--- src/rtl/dct_sched_pkg.sv ---
// Shared types and constants for the DCT job scheduler.
package dct_sched_pkg;

    typedef enum logic [2:0] {
        IDLE     = 3'd0,
        CFG_Q    = 3'd1,
        CFG_SIZE = 3'd2,
        LOAD     = 3'd3,
        READ     = 3'd4
    } sched_state_t;

    localparam int ADDR_W  = 8;
    localparam int POWER_W = 3;
    localparam int M_W     = 5;

    // Engine register map
    localparam logic [ADDR_W-1:0] ADDR_START = 8'd0;
    localparam logic [ADDR_W-1:0] ADDR_DATA  = 8'd1;
    localparam logic [ADDR_W-1:0] ADDR_SETQ  = 8'd2;

    // Width of an index into n items, never less than one bit
    function automatic int idx_width(input int n);
        return (n > 1) ? $clog2(n) : 1;
    endfunction

endpackage

--- src/rtl/dct_job_scheduler_rr_arbiter.sv ---
// Round-robin arbiter: the search starts one past the last granted requester.
module rr_arbiter
    import dct_sched_pkg::*;
#(
    parameter  int NUM_REQ = 2,
    localparam int IDX_W   = idx_width(NUM_REQ)
) (
    input  logic               clk,
    input  logic               reset_n,
    input  logic [NUM_REQ-1:0] req,
    input  logic               advance,
    output logic [NUM_REQ-1:0] grant,
    output logic [IDX_W-1:0]   grant_idx
);

    logic [IDX_W-1:0] last_idx;
    logic             found;

    // Pick the first active request after last_idx, wrapping around
    always_comb begin
        grant     = '0;
        grant_idx = '0;
        found     = 1'b0;
        for (int off = 1; off <= NUM_REQ; off++) begin
            if (!found && req[(int'(last_idx) + off) % NUM_REQ]) begin
                found = 1'b1;
                grant[(int'(last_idx) + off) % NUM_REQ] = 1'b1;
                grant_idx = IDX_W'((int'(last_idx) + off) % NUM_REQ);
            end
        end
    end

    // Remember the winner so the next search starts after it
    always_ff @(posedge clk) begin
        if (!reset_n) begin
            last_idx <= IDX_W'(NUM_REQ - 1);
        end else if (advance) begin
            last_idx <= grant_idx;
        end
    end

endmodule

--- src/rtl/dct_job_scheduler.sv ---
// Shares one DCT engine between several requesters: arbitrate, configure,
// stream samples in, then read coefficients out through a one-entry buffer.
module dct_job_scheduler
    import dct_sched_pkg::*;
#(
    parameter  int MAX_SIZE = 64,
    parameter  int NBITS    = 16,
    parameter  int NUM_REQ  = 2,
    localparam int HEIGHT   = $clog2(MAX_SIZE),
    localparam int OWNER_W  = $clog2(NUM_REQ),
    localparam int SIZE_W   = HEIGHT + 1
) (
    input  logic                              clk,
    input  logic                              reset_n,
    input  logic [NUM_REQ-1:0]                jreq_valid,
    input  logic [NUM_REQ-1:0][POWER_W-1:0]   jreq_power,
    input  logic [NUM_REQ-1:0][M_W-1:0]       jreq_m,
    output logic [NUM_REQ-1:0]                jreq_ready,
    input  logic [NUM_REQ-1:0]                in_valid,
    input  logic [NUM_REQ-1:0][NBITS-1:0]     in_data,
    output logic [NUM_REQ-1:0]                in_ready,
    output logic                              out_valid,
    output logic [NBITS-1:0]                  out_data,
    output logic [HEIGHT-1:0]                 out_index,
    output logic [OWNER_W-1:0]                out_owner,
    output logic                              out_last,
    input  logic                              out_ready,
    output logic [ADDR_W-1:0]                 dct_address,
    output logic                              dct_write,
    output logic                              dct_read,
    output logic [NBITS-1:0]                  dct_writedata,
    input  logic [NBITS-1:0]                  dct_readdata,
    input  logic                              dct_done,
    output logic                              busy
);

    sched_state_t         state, next_state;
    logic [OWNER_W-1:0]   owner;
    logic [M_W-1:0]       m_q;
    logic [POWER_W-1:0]   p_q;
    logic [SIZE_W-1:0]    size_q;
    logic [SIZE_W-1:0]    cnt_q;

    logic [NUM_REQ-1:0]   grant;
    logic [OWNER_W-1:0]   grant_idx;
    logic                 handshake;
    logic [POWER_W-1:0]   power_sel;
    logic [POWER_W-1:0]   p_sat;
    logic                 load_fire;
    logic                 read_fire;
    logic                 at_last;

    rr_arbiter #(.NUM_REQ(NUM_REQ)) u_arb (
        .clk       (clk),
        .reset_n   (reset_n),
        .req       (jreq_valid),
        .advance   (handshake),
        .grant     (grant),
        .grant_idx (grant_idx)
    );

    assign handshake = (state == IDLE) && (|grant);
    assign power_sel = jreq_power[grant_idx];
    assign p_sat     = (int'(power_sel) > HEIGHT) ? POWER_W'(HEIGHT) : power_sel;
    assign at_last   = (cnt_q == size_q - 1'b1);
    assign busy      = (state != IDLE) || out_valid;

    // Next state plus the engine command strobes; at most one strobe per cycle
    always_comb begin
        next_state    = state;
        jreq_ready    = '0;
        in_ready      = '0;
        dct_address   = '0;
        dct_write     = 1'b0;
        dct_read      = 1'b0;
        dct_writedata = '0;
        load_fire     = 1'b0;
        read_fire     = 1'b0;
        case (state)
            IDLE: begin
                jreq_ready = grant;
                if (handshake) next_state = CFG_Q;
            end
            CFG_Q: begin
                dct_write     = 1'b1;
                dct_address   = ADDR_SETQ;
                dct_writedata = NBITS'(m_q);
                next_state    = CFG_SIZE;
            end
            CFG_SIZE: begin
                dct_write     = 1'b1;
                dct_address   = ADDR_START;
                dct_writedata = NBITS'(p_q);
                next_state    = LOAD;
            end
            LOAD: begin
                in_ready[owner] = 1'b1;
                if (in_valid[owner]) begin
                    dct_write     = 1'b1;
                    dct_address   = ADDR_DATA;
                    dct_writedata = in_data[owner];
                    load_fire     = 1'b1;
                    if (at_last) next_state = READ;
                end
            end
            READ: begin
                if (!out_valid || out_ready) begin
                    dct_read    = 1'b1;
                    dct_address = ADDR_W'(cnt_q);
                    if (dct_done) begin
                        read_fire = 1'b1;
                        if (at_last) next_state = IDLE;
                    end
                end
            end
            default: next_state = IDLE;
        endcase
    end

    // Job context: owner and config latched at grant, shared sample/coefficient counter
    always_ff @(posedge clk) begin
        if (!reset_n) begin
            state  <= IDLE;
            owner  <= '0;
            m_q    <= '0;
            p_q    <= '0;
            size_q <= '0;
            cnt_q  <= '0;
        end else begin
            state <= next_state;
            if (handshake) begin
                owner  <= grant_idx;
                m_q    <= jreq_m[grant_idx];
                p_q    <= p_sat;
                size_q <= SIZE_W'(1) << p_sat;
                cnt_q  <= '0;
            end else if (load_fire) begin
                cnt_q <= at_last ? '0 : cnt_q + 1'b1;
            end else if (read_fire) begin
                cnt_q <= cnt_q + 1'b1;
            end
        end
    end

    // Single-entry output buffer, held while the consumer stalls
    always_ff @(posedge clk) begin
        if (!reset_n) begin
            out_valid <= 1'b0;
            out_data  <= '0;
            out_index <= '0;
            out_owner <= '0;
            out_last  <= 1'b0;
        end else if (read_fire) begin
            out_valid <= 1'b1;
            out_data  <= dct_readdata;
            out_index <= HEIGHT'(cnt_q);
            out_owner <= owner;
            out_last  <= at_last;
        end else if (out_ready) begin
            out_valid <= 1'b0;
        end
    end

endmodule

--- config.mk ---
export PLATFORM = sky130hd
export DESIGN_NAME = dct_job_scheduler
export DESIGN_NICKNAME = d
export VERILOG_FILES = /design/src/rtl/dct_sched_pkg.sv /design/src/rtl/dct_job_scheduler_rr_arbiter.sv /design/src/rtl/dct_job_scheduler.sv
export SDC_FILE = /design/constraint.sdc
export NUM_CORES = 1
export LEC_CHECK = 0
export CAP_MARGIN = 10
export CORE_ASPECT_RATIO = 1.25
export CORE_MARGIN = 3
export CORE_UTILIZATION = 45
export DETAILED_ROUTE_END_ITERATION = 8
export GPL_ROUTABILITY_DRIVEN = 0
export GPL_TIMING_DRIVEN = 0
export PLACE_DENSITY = 0.85
export SLEW_MARGIN = 30
export SYNTH_ARGS = -nofsm -noshare
export SYNTH_HDL_FRONTEND = slang
export SYNTH_HIERARCHICAL = 1
export SYNTH_SLANG_ARGS = --single-unit
--- constraint.sdc ---
create_clock -name clk -period 4.5 [get_ports clk]
set_input_delay 0.9 -clock clk [delete_from_list [all_inputs] [get_ports clk]]
set_output_delay 0.9 -clock clk [all_outputs]
set_load 0.02 [all_outputs]
* Yosys cells after proc, flatten, opt, wreduce, memory -nomap -nowiden
Cells that the tools add are included.
Word-level totals: register bits after elaboration 52, input bits 72, output and inout bits 56, logic and storage cells 110
Cells by class: shift operators 1, bitwise gates (word level) 4, order comparisons 8, add/subtract/negate cells 4, mux-type cells 53, reductions and logical operators 17, equal/unequal tests 11
Operators by type and width (count):
- two-way mux 16 bit | 3
- one-hot mux 16 bit (3 select lines) | 1
- two-way mux 7 bit | 4
- two-way mux 3 bit | 9
- two-way mux 1 bit | 24
- one-hot mux 7 bit (3 select lines) | 1
- one-hot mux 3 bit (5 select lines) | 1
- != test 2 bit (second input constant) | 6
- two-way mux 5 bit | 2
- two-way mux 2 bit | 4
- adder 7 x 1 -> 7 bit (second input constant) | 1
- == test 7 bit | 1
- << shifter 1 x 3 -> 7 bit (first input constant) | 1
- subtractor 7 x 1 -> 7 bit (second input constant) | 1
- == test 3 x 2 -> 1 bit (second input constant) | 2
- < comparator 2 x 3 -> 1 bit (second input constant) | 2
- AND reduction 6 bit | 1
- OR reduction 2 bit | 3
- logical AND 1 bit | 5
- greater-or-equal comparator 2 x 1 -> 1 bit (second input constant) | 2
- < comparator 1 x 2 -> 1 bit (second input constant) | 2
- nonzero test 2 bit | 2
- demux 1 bit (select 1 bit) | 3
- == test 3 x 1 -> 1 bit (second input constant) | 1
- other kinds (12) | 16

* Longest topological paths before layout
Gate-level depths: netlist (run 1).
depth after elaboration 14, gate-level depth with buffers 9, gate-level depth less buffers 9

* Hierarchy
Netlist (run 1), hierarchy kept.
By module, submodules not included:
- dct_job_scheduler | area each 2807.7 um^2, instances 1, seq. area each 1021.0 um^2, cells an instance 346
- rr_arbiter | area each 68.8 um^2, instances 1, seq. area each 20.0 um^2, cells an instance 8

* Worst setup path before layout (run 1)
Ideal clock, no wire load.
path type input to output, start input port in_valid[1], end output port dct_writedata[10], arrival time 2.225 ns, stages 5, slack 1.375 ns, buffers on the path 2, cells stage by stage mux2_2 -> or3b_2 -> clkbuf_1 -> buf_1 -> nor2_1
On the way: longest elaborated chain between the ends 4
RTL lines:
- from (decl) | RTL line dct_job_scheduler.sv:19 | input logic [NUM_REQ-1:0] in_valid,
- two-way mux 1 bit (not written as such) (2 in series) | RTL line dct_job_scheduler.sv:98 | if (in_valid[owner]) begin
- two-way mux 16 bit | RTL line dct_job_scheduler.sv:98
- one-hot mux 16 bit (3 select lines) | RTL line dct_job_scheduler.sv:79 | case (state)
- to (decl) | RTL line dct_job_scheduler.sv:31 | output logic [NBITS-1:0] dct_writedata,
Every way passes these cells. The select of a mux whose other input is x is not followed.

* Worst setup path after layout (run 1)
start input port in_valid[0], end output port dct_writedata[9]
The elaborated chain is that of the path after synthesis.

==> results of run 1 <==
## worst max-delay path by stage
stage                 from                 to  cells past startpoint
6_report       in_valid[0]   dct_writedata[9]                      7
5_1_grt        in_valid[0]   dct_writedata[9]                      7
2_1_floorplan  in_valid[1]  dct_writedata[10]                      5
3_5_place_dp   in_valid[0]   dct_writedata[9]                      7
4_1_cts        in_valid[0]   dct_writedata[9]                      7
3_3_place_gp   in_valid[0]  dct_writedata[13]                      7
## per-layer routing
metal  part of all wire  wire length [um]
met5                  0                 0
met4             0.0083                71
met3              0.086               734
met2               0.50              4240
met1               0.41              3520
## flip-flops by register name (all words and copies together), names as in the netlist, 3 cells and up
register	cells
cnt_q	7
state	3
size_q	7
m_q	5
out_index	6
p_q	3
out_data	16
## per-stage QoR
step / total power, uW / worst slack [ns] / utilization / cells / hold slack, ns
after floorplan: 776 / 1.37 / - / 354 / 0.455
after global placement: 955 / 0.310 / 0.710 / 562 / 0.449
after detailed placement: 967 / 0.283 / 0.710 / 562 / 0.457
after CTS: 1280 / 0.272 / 0.728 / 570 / 0.469
after global routing: 1340 / 0.122 / 0.728 / 570 / 0.494
final: 1280 / 0.240 / 0.728 / 570 / 0.463
## area by class of cell
type	instances	area, um^2
flip-flops and latches	52	1040
fillers	514	1630
multi-input cells	272	1720
inverters	6	22.5
plain buffers	24	97.6
clock inverters	2	35.0
well taps	82	103
clock buffers	6	72.6
repair buffers	126	1260
## kinds of logic after synthesis
kind of cell,count (synthesis),share of synthesized area
adders and majority gates,2,0.00870
and+or+nand+nor,154,0.250
buffers and inverters,30,0.0418
AOI/OAI and AO/OA,75,0.201
other,1,0.00130
xor gates and xnor gates,12,0.0365
muxes,28,0.0987
DFF,52,0.362
## power groups by stage
stage / logic (uW) / registers [uW] / clock network [uW]
after global placement: 425 / 529 / 0
after floorplan: 254 / 522 / 0
after global routing: 471 / 526 / 344
after CTS: 437 / 521 / 323
final: 435 / 521 / 319
after detailed placement: 435 / 531 / 0
## cell usage in the layout, fill, tap and decap left out, types with 2 or more instances in the layout
cell type        count
o21ai_0              5
nand2b_1             5
buf_1                4
nor3b_1              2
nor3_1               5
nor2b_1             11
xor2_1               4
and3_1               3
nand3_1              9
nand2_1             72
nor4_1               2
a21boi_0            29
ha_1                 2
a21oi_1              7
a21o_1               2
clkbuf_8             5
and2_1               7
mux2i_1             25
dfxtp_1             52
o211a_1              8
inv_1                5
nor2_1              27
clkbuf_1            17
clkdlybuf4s50_1    126
mux2_2               3
o22ai_1              3
o21bai_1             2
nand4_1              4
a22oi_1              7
xnor2_1              8
clkbuf_2             2
## worst max-delay path, stage by stage
cell	delay [ns]
clkdlybuf4s50_1	0.46
mux2_2	0.19
or3b_2	0.46
clkbuf_1	0.26
buf_1	0.28
nor2_1	0.18
clkdlybuf4s50_1	0.62
==> impl_metrics.yaml, run 1 <==
yosys:
  synth.distinct_cells: 52
  yosys_register_bits: 52
  ys.flop_type: "dfxtp_1"
  synth.most_common_cell: "nand2_1"
  synthTopCellsByArea: "dfxtp_1 (36%), nand2_1 (9.4%), mux2i_1 (8.7%)"
  netlist.area_leader.share: 0.362
  yosysTopAreaCell: "dfxtp_1"
  synth_edf_count: 0
  synth_warnings: 6
  yosysSeqAreaShare: 0.362
  async_flop_share: 0
  synthCells: 354
  synthesis.nets: 428
  avgSynthCellArea_um2: 8.13
  synth_common_cells: "nand2_1 (72), dfxtp_1 (52), a21boi_0 (29)"
  synth_area_mm2: 0.00288
clock_network:
  post_cts_buffers: 0
  cts_tree: "done"
  clk_latency_ns: 0.31
  cts_root_buf: "clkbuf_8"
  cts_resized: 0
  cts_made_buffers: 5
  postCtsHoldBufs: 0
  h-tree-depth: 2
  clockBufferDepth: 2
  clkTransAtPathRegs_ns: 0.09
  cts_sinks: 52
sta:
  hold_viol_final: 0
  max_freq_mhz: 235
  post-route-period-util: 0.947
  clock_skew_ns: 0.00476
  finalSetupViolCount: 0
  tns_ns: 0
  maxSlewHeadroom: 0.533
  slew_viol_final: 0
  worstMarginPinSlew_ns: 0.700
  fin_crit_ns: 4.26
  rsz0062_at_grt: "false"
global_route:
  grt.total_usage: 0.236
  overflow: 0
  antenna_found_initial: 0
  grt_use_met3: 0.0803
  grt_pass1_vias: 2917
  met2_usage: 0.430
  grt_pass1_wl_um: 14000
  grt_max_degree: 16
  grt_busiest_layer: "met2"
  met1_usage: 0.264
worst_setup_path:
  path_class: "input pin to primary output"
  r2r_cells: 8
  r2r-end: "state[1]"
  r2r-start: "size_q[0]"
  crit_path_end_kind: "primary output"
  worst_ep_required_time_ns: 3.60
  path_max_fanout: 10
  rrSetupSlack_ns: 2.08
  arrival_ns: 3.36
  startpoint_type: "input pin"
outcome:
  status: "completed"
die:
  core_mm2: 0.00597
  start_util: 0.482
  die_area_mm2: 0.00739
  ioPinCount: 128
  die_w_um: 77.5
  chipHeight_um: 95.4
  row_count: 31
power:
  combPwrFrac: 0.341
  intPower_uw: 871
  power_frac_seq: 0.409
  switchingPower_uw: 404
  swShare: 0.317
  clockPowerShare: 0.250
  worst_ir_drop_vdd_uv: 205
  power_density_mw_per_mm2: 293
  leakage_uw: 0.00159
worst_hold_path:
  hp-class: "register to register"
  hold_end: "out_data[2]"
  whs_path_depth: 2
  min_from: "out_data[2]"
layout:
  postLayoutCellArea_mm2: 0.00435
  syn_to_final_growth_pct: 51.2
  final_nets: 561
  n_antenna_cell: 0
  drive_above_1_share: 0.0451
routing:
  drc: 0
  vias: 2983
  wl_um: 8570
  drt_iter0_drc: 126
  wl_per_cell_um: 15.0
  drtAntennaViolNets: 0
  via_per_inst: 5.23
  dr.pass1.iters: 4
place:
  hpwl_um: 6810
  port_buffers: 126
  placed_area_mm2: 0.00424
job:
  maxCapViolations: 0
No activity file was read; power rests on OpenSTA's default activity.
==> run 2, diff against run 1 <==
--- a/config.mk
+++ b/config.mk
@@ -8,11 +8,12 @@
 export CAP_MARGIN = 10
 export CORE_ASPECT_RATIO = 1.25
 export CORE_MARGIN = 3
-export CORE_UTILIZATION = 45
+export CORE_UTILIZATION = 40
+export CTS_CLUSTER_DIAMETER = 200
 export DETAILED_ROUTE_END_ITERATION = 8
 export GPL_ROUTABILITY_DRIVEN = 0
 export GPL_TIMING_DRIVEN = 0
-export PLACE_DENSITY = 0.85
+export PLACE_DENSITY = 0.77
 export SLEW_MARGIN = 30
 export SYNTH_ARGS = -nofsm -noshare
 export SYNTH_HDL_FRONTEND = slang
==> run 2 against run 1 <==
Against the previous run:
- first-iteration DRC count shrank 12%
- flip-flop and latch count is the same
- global-route usage shrank 2.9 points
- register-to-register slack lost 0.02 ns
- cell count grew 0.88%
- maximum frequency grew 0.76%
- hold slack gained 0.0027 ns
- combinational power is essentially flat
- cell area grew 0.46%
- sequential share of layout area shrank 0.11 points
==> impl_metrics.yaml, run 2 (synthesized netlist as in run 1, its figures left out) <==
job:
  maxCapViolations: 0
die:
  ioPinCount: 128
  start_util: 0.425
  chipHeight_um: 101
  die_area_mm2: 0.00825
  row_count: 33
  core_mm2: 0.00677
  die_w_um: 81.9
layout:
  layout.cells.non_filler: 575
  final_common_cell: "clkdlybuf4s50_1"
  largest-register: "out_data"
  layout_common_cells: "clkdlybuf4s50_1 (126), nand2_1 (72), dfxtp_1 (52), a21boi_0 (29), nor2_1 (27)"
  final_nets: 561
  largest_reg_flops: 16
  drive_above_1_share: 0.0471
  syn_to_final_growth_pct: 51.8
  top_regs: "out_data x16, cnt_q x7, size_q x7"
  n_antenna_cell: 0
  fin_util: 0.645
global_route:
  grt_pass1_vias: 2932
  grt_pass1_wl_um: 13500
  antenna_found_initial: 0
  grt.total_usage: 0.206
  grt_max_degree: 17
  overflow: 0
worst_hold_path:
  hp-class: "register to register"
sta:
  tns_ns: 0
  worstMarginPinSlew_ns: 0.680
  slew_viol_final: 0
  max_freq_mhz: 237
  rsz0062_at_grt: "false"
  fin_crit_ns: 4.23
  clock_skew_ns: 0.0108
  post-route-period-util: 0.939
  maxSlewHeadroom: 0.547
  hold_viol_final: 0
  finalSetupViolCount: 0
clock_network:
  cts_made_buffers: 5
  cts_sinks: 52
  cts_root_buf: "clkbuf_8"
  clkTransAtPathRegs_ns: 0.10
  post_cts_buffers: 0
  cts_resized: 0
  cts_tree: "done"
  h-tree-depth: 2
  clockBufferDepth: 2
  clk_latency_ns: 0.31
  postCtsHoldBufs: 0
place:
  port_buffers: 126
  dp_cells: 567
  hpwl_um: 6710
routing:
  dr.pass1.iters: 4
  wl_per_cell_um: 14.9
  wl_um: 8590
  vias: 2976
  drtAntennaViolNets: 0
  drc: 0
  via_per_inst: 5.18
  drt_iter0_drc: 111
worst_setup_path:
  path_max_fanout: 10
  arrival_ns: 3.33
  worst_ep_required_time_ns: 3.60
  path_class: "input pin to primary output"
  crit_path_end_kind: "primary output"
  startpoint_type: "input pin"
power:
  worst_ir_drop_vdd_uv: 164
  leakage_uw: 0.00160
  finalPower_uw: 1300
  power_density_mw_per_mm2: 297
outcome:
  status: "completed"
## run 2: changes by cell type in the layout (fill, tap and decap cells not counted)
cell / before / now
clkinv_4: 0 / 1
clkbuf_8: 5 / 6
clkinv_2: 1 / 0
clkbuf_1: 17 / 16
## run 2: power breakdown
part	switching, uW	internal (uW)
registers	29.9	491
clock network	157	182
logic	221	215
## run 2: per-stage QoR
stage	setup slack (ns)	cell area [um^2]	hold slack, ns
2_1_floorplan	1.37	2880	0.455
5_1_grt	0.129	4370	0.492
3_3_place_gp	0.303	4250	0.450
4_1_cts	0.253	4370	0.472
6_report	0.272	4370	0.466
3_5_place_dp	0.266	4250	0.458
## run 2: final timing paths
path	startpoint	end	slack [ns]	depth (start not counted)
setup reg to reg	size_q[0]	state[0]	2.06	8
hold reg to reg	out_data[2]	out_data[2]	0.47	2
hold / removal	out_data[2]	out_data[2]	0.47	2
setup / recovery	in_valid[0]	dct_writedata[14]	0.27	7
## run 2: critical path: stages
cell	delay, ns
clkdlybuf4s50_1	0.46
mux2_2	0.19
or3b_2	0.47
clkbuf_1	0.26
buf_1	0.27
nor2_1	0.16
clkdlybuf4s50_1	0.62
## run 2: per-layer routing
layer  track usage  vias up  routed length [um]
met5             0        -                   0
met4        0.0563        0                 114
met3        0.0680       11                 999
met2         0.373      126                4170
met1         0.226     1359                3310
li1              -     1480                   -
## run 2: cell type report
type | count | area, um^2
Tap cell | 87 | 109
Timing Repair Buffer | 126 | 1260
Buffer | 24 | 97.6
Fill cell | 603 | 2400
Multi-Input combinational cell | 272 | 1720
Sequential cell | 52 | 1040
Clock buffer | 6 | 82.6
Inverter | 6 | 22.5
Clock inverter | 2 | 38.8
==> run 3, diff against run 2 <==
==> constraint.sdc (replaced) <==
create_clock -name clk -period 4.5 [get_ports clk]
set_input_delay 0.9 -clock clk [delete_from_list [all_inputs] [get_ports clk]]
set_output_delay 0.9 -clock clk [all_outputs]
set_load 0.05 [all_outputs]
==> run 3 against run 2 <==
Against the previous run:
- cell area is 0.52% higher
- cell count unchanged
- sequential power hardly changed
- clock-buffer cell count is the same
- first-iteration DRC count rose by 5.4%
- wire length rose by 0.23%
- core utilization up 0.33 points
- maximum frequency down 3.0%
- clock power hardly changed
- non-clock buffer count unchanged
- critical endpoint is now dct_address[0]
- largest power group unchanged
==> impl_metrics.yaml, run 3 (synthesized netlist as in run 1, its figures left out) <==
outcome:
  status: "completed"
sta:
  worst_slack_ns: 0.139
  whs_ns: 0.466
  rsz0062_at_grt: "false"
  maxSlewHeadroom: 0.546
  hold_viol_final: 0
  post-route-period-util: 0.969
  finalSetupViolCount: 0
  max_freq_mhz: 229
  tns_ns: 0
  fin_crit_ns: 4.36
  slew_viol_final: 0
  worstMarginPinSlew_ns: 0.681
  clock_skew_ns: 0.0108
layout:
  final_common_cell: "clkdlybuf4s50_1"
  syn_to_final_growth_pct: 52.6
  fill_cells: 597
  postLayoutCellArea_mm2: 0.00439
  regArea_mm2: 0.00104
  drive_above_1_share: 0.0471
  n_antenna_cell: 0
  multiInputGateArea_mm2: 0.00172
  largest_reg_flops: 16
  final_nets: 561
  top_regs: "out_data x16, cnt_q x7, size_q x7"
  layout_common_cells: "clkdlybuf4s50_1 (117), nand2_1 (72), dfxtp_1 (52), a21boi_0 (29), nor2_1 (27)"
  largest-register: "out_data"
power:
  power_density_mw_per_mm2: 314
  worst_ir_drop_vdd_uv: 165
  leakage_uw: 0.00176
worst_setup_path:
  crit_buf_inv: 4
  slowest_stage: "clkdlybuf4s50_1"
  crit_family: "buffers and inverters"
  worst_ep_required_time_ns: 3.60
  arrival_ns: 3.46
  path_cells: "clkdlybuf4s50_1 > mux2_2 > or3b_2 > clkbuf_1 > buf_1 > nand2_1 > clkdlybuf4s50_1"
  max_stage_delay_ns: 0.80
  crit_path_end_kind: "primary output"
  path_max_fanout: 10
  path_class: "input pin to primary output"
  crit_path_frequent_cell: "clkdlybuf4s50_1"
  startpoint_type: "input pin"
global_route:
  grt.total_usage: 0.206
  grt_pass1_vias: 2932
  grt_busiest_layer: "met2"
  grt_pass1_wl_um: 13500
  antenna_found_initial: 0
  met1_usage: 0.226
  met2_usage: 0.373
  grt_use_met3: 0.0680
  overflow: 0
  grt_max_degree: 17
place:
  post-place-ws_ns: 0.0669
  placed_area_mm2: 0.00425
  hpwl_um: 6710
  port_buffers: 126
die:
  die_area_mm2: 0.00825
  ioPinCount: 128
  die_w_um: 81.9
  start_util: 0.425
  chipHeight_um: 101
  core_mm2: 0.00677
  row_count: 33
clock_network:
  post_cts_buffers: 0
  cts_sinks: 52
  h-tree-depth: 2
  cts_made_buffers: 5
  clockBufferDepth: 2
  cts_tree: "done"
  cts_root_buf: "clkbuf_8"
  cts_resized: 0
  clk_latency_ns: 0.31
  postCtsHoldBufs: 0
  clkTransAtPathRegs_ns: 0.10
routing:
  drtAntennaViolNets: 0
  drt_iter0_drc: 117
  vias: 2983
  dr.pass1.iters: 4
  wl_per_cell_um: 15.0
  via_per_inst: 5.19
  drc: 0
  wl_um: 8610
job:
  maxCapViolations: 0
worst_hold_path:
  hp-class: "register to register"
## run 3: power breakdown
| group | internal (uW) | switching [uW] |
|---|---|---|
| sequential | 491 | 29.8 |
| combinational | 214 | 303 |
| clock | 182 | 157 |
## run 3: stage by stage
step                      std cells  power (uW)  utilization
after floorplan                 354         858            -
after global placement          567        1040        0.627
after detailed placement        567        1050        0.627
after CTS                       575        1390        0.645
after global routing            575        1440        0.648
final                           575        1380        0.648
## run 3: path summary, 6_finish.rpt
kind,start,end,slack [ns],cells after the start
max,in_valid[0],dct_address[0],0.14,7
min,out_data[2],out_data[2],0.47,2
max reg2reg,size_q[0],state[0],2.05,8
min reg2reg,out_data[2],out_data[2],0.47,2
## run 3: per-layer routing
| metal | wire (um) | part of all wire |
|---|---|---|
| met1 | 3320 | 0.39 |
| met2 | 4200 | 0.49 |
| met3 | 978 | 0.11 |
| met4 | 114 | 0.013 |
| met5 | 0 | 0 |
## run 3: worst min-delay path, delay by kind of cell, from the launching register on
kind | cells | cell delay (ns)
DFF | 1 | 0.32
and+or+nand+nor | 1 | 0.05
AOI/OAI and AO/OA | 1 | 0.06
## run 3: layout make-up
| type | instances | share of cell area |
|---|---|---|
| tap | 87 | 0.0248 |
| timing repair buffer | 126 | 0.292 |
| multi-input combinational | 272 | 0.391 |
| clock buffer | 6 | 0.0188 |
| sequential | 52 | 0.237 |
| buffer | 24 | 0.0222 |
| clock inverter | 2 | 0.00883 |
| inverter | 6 | 0.00513 |
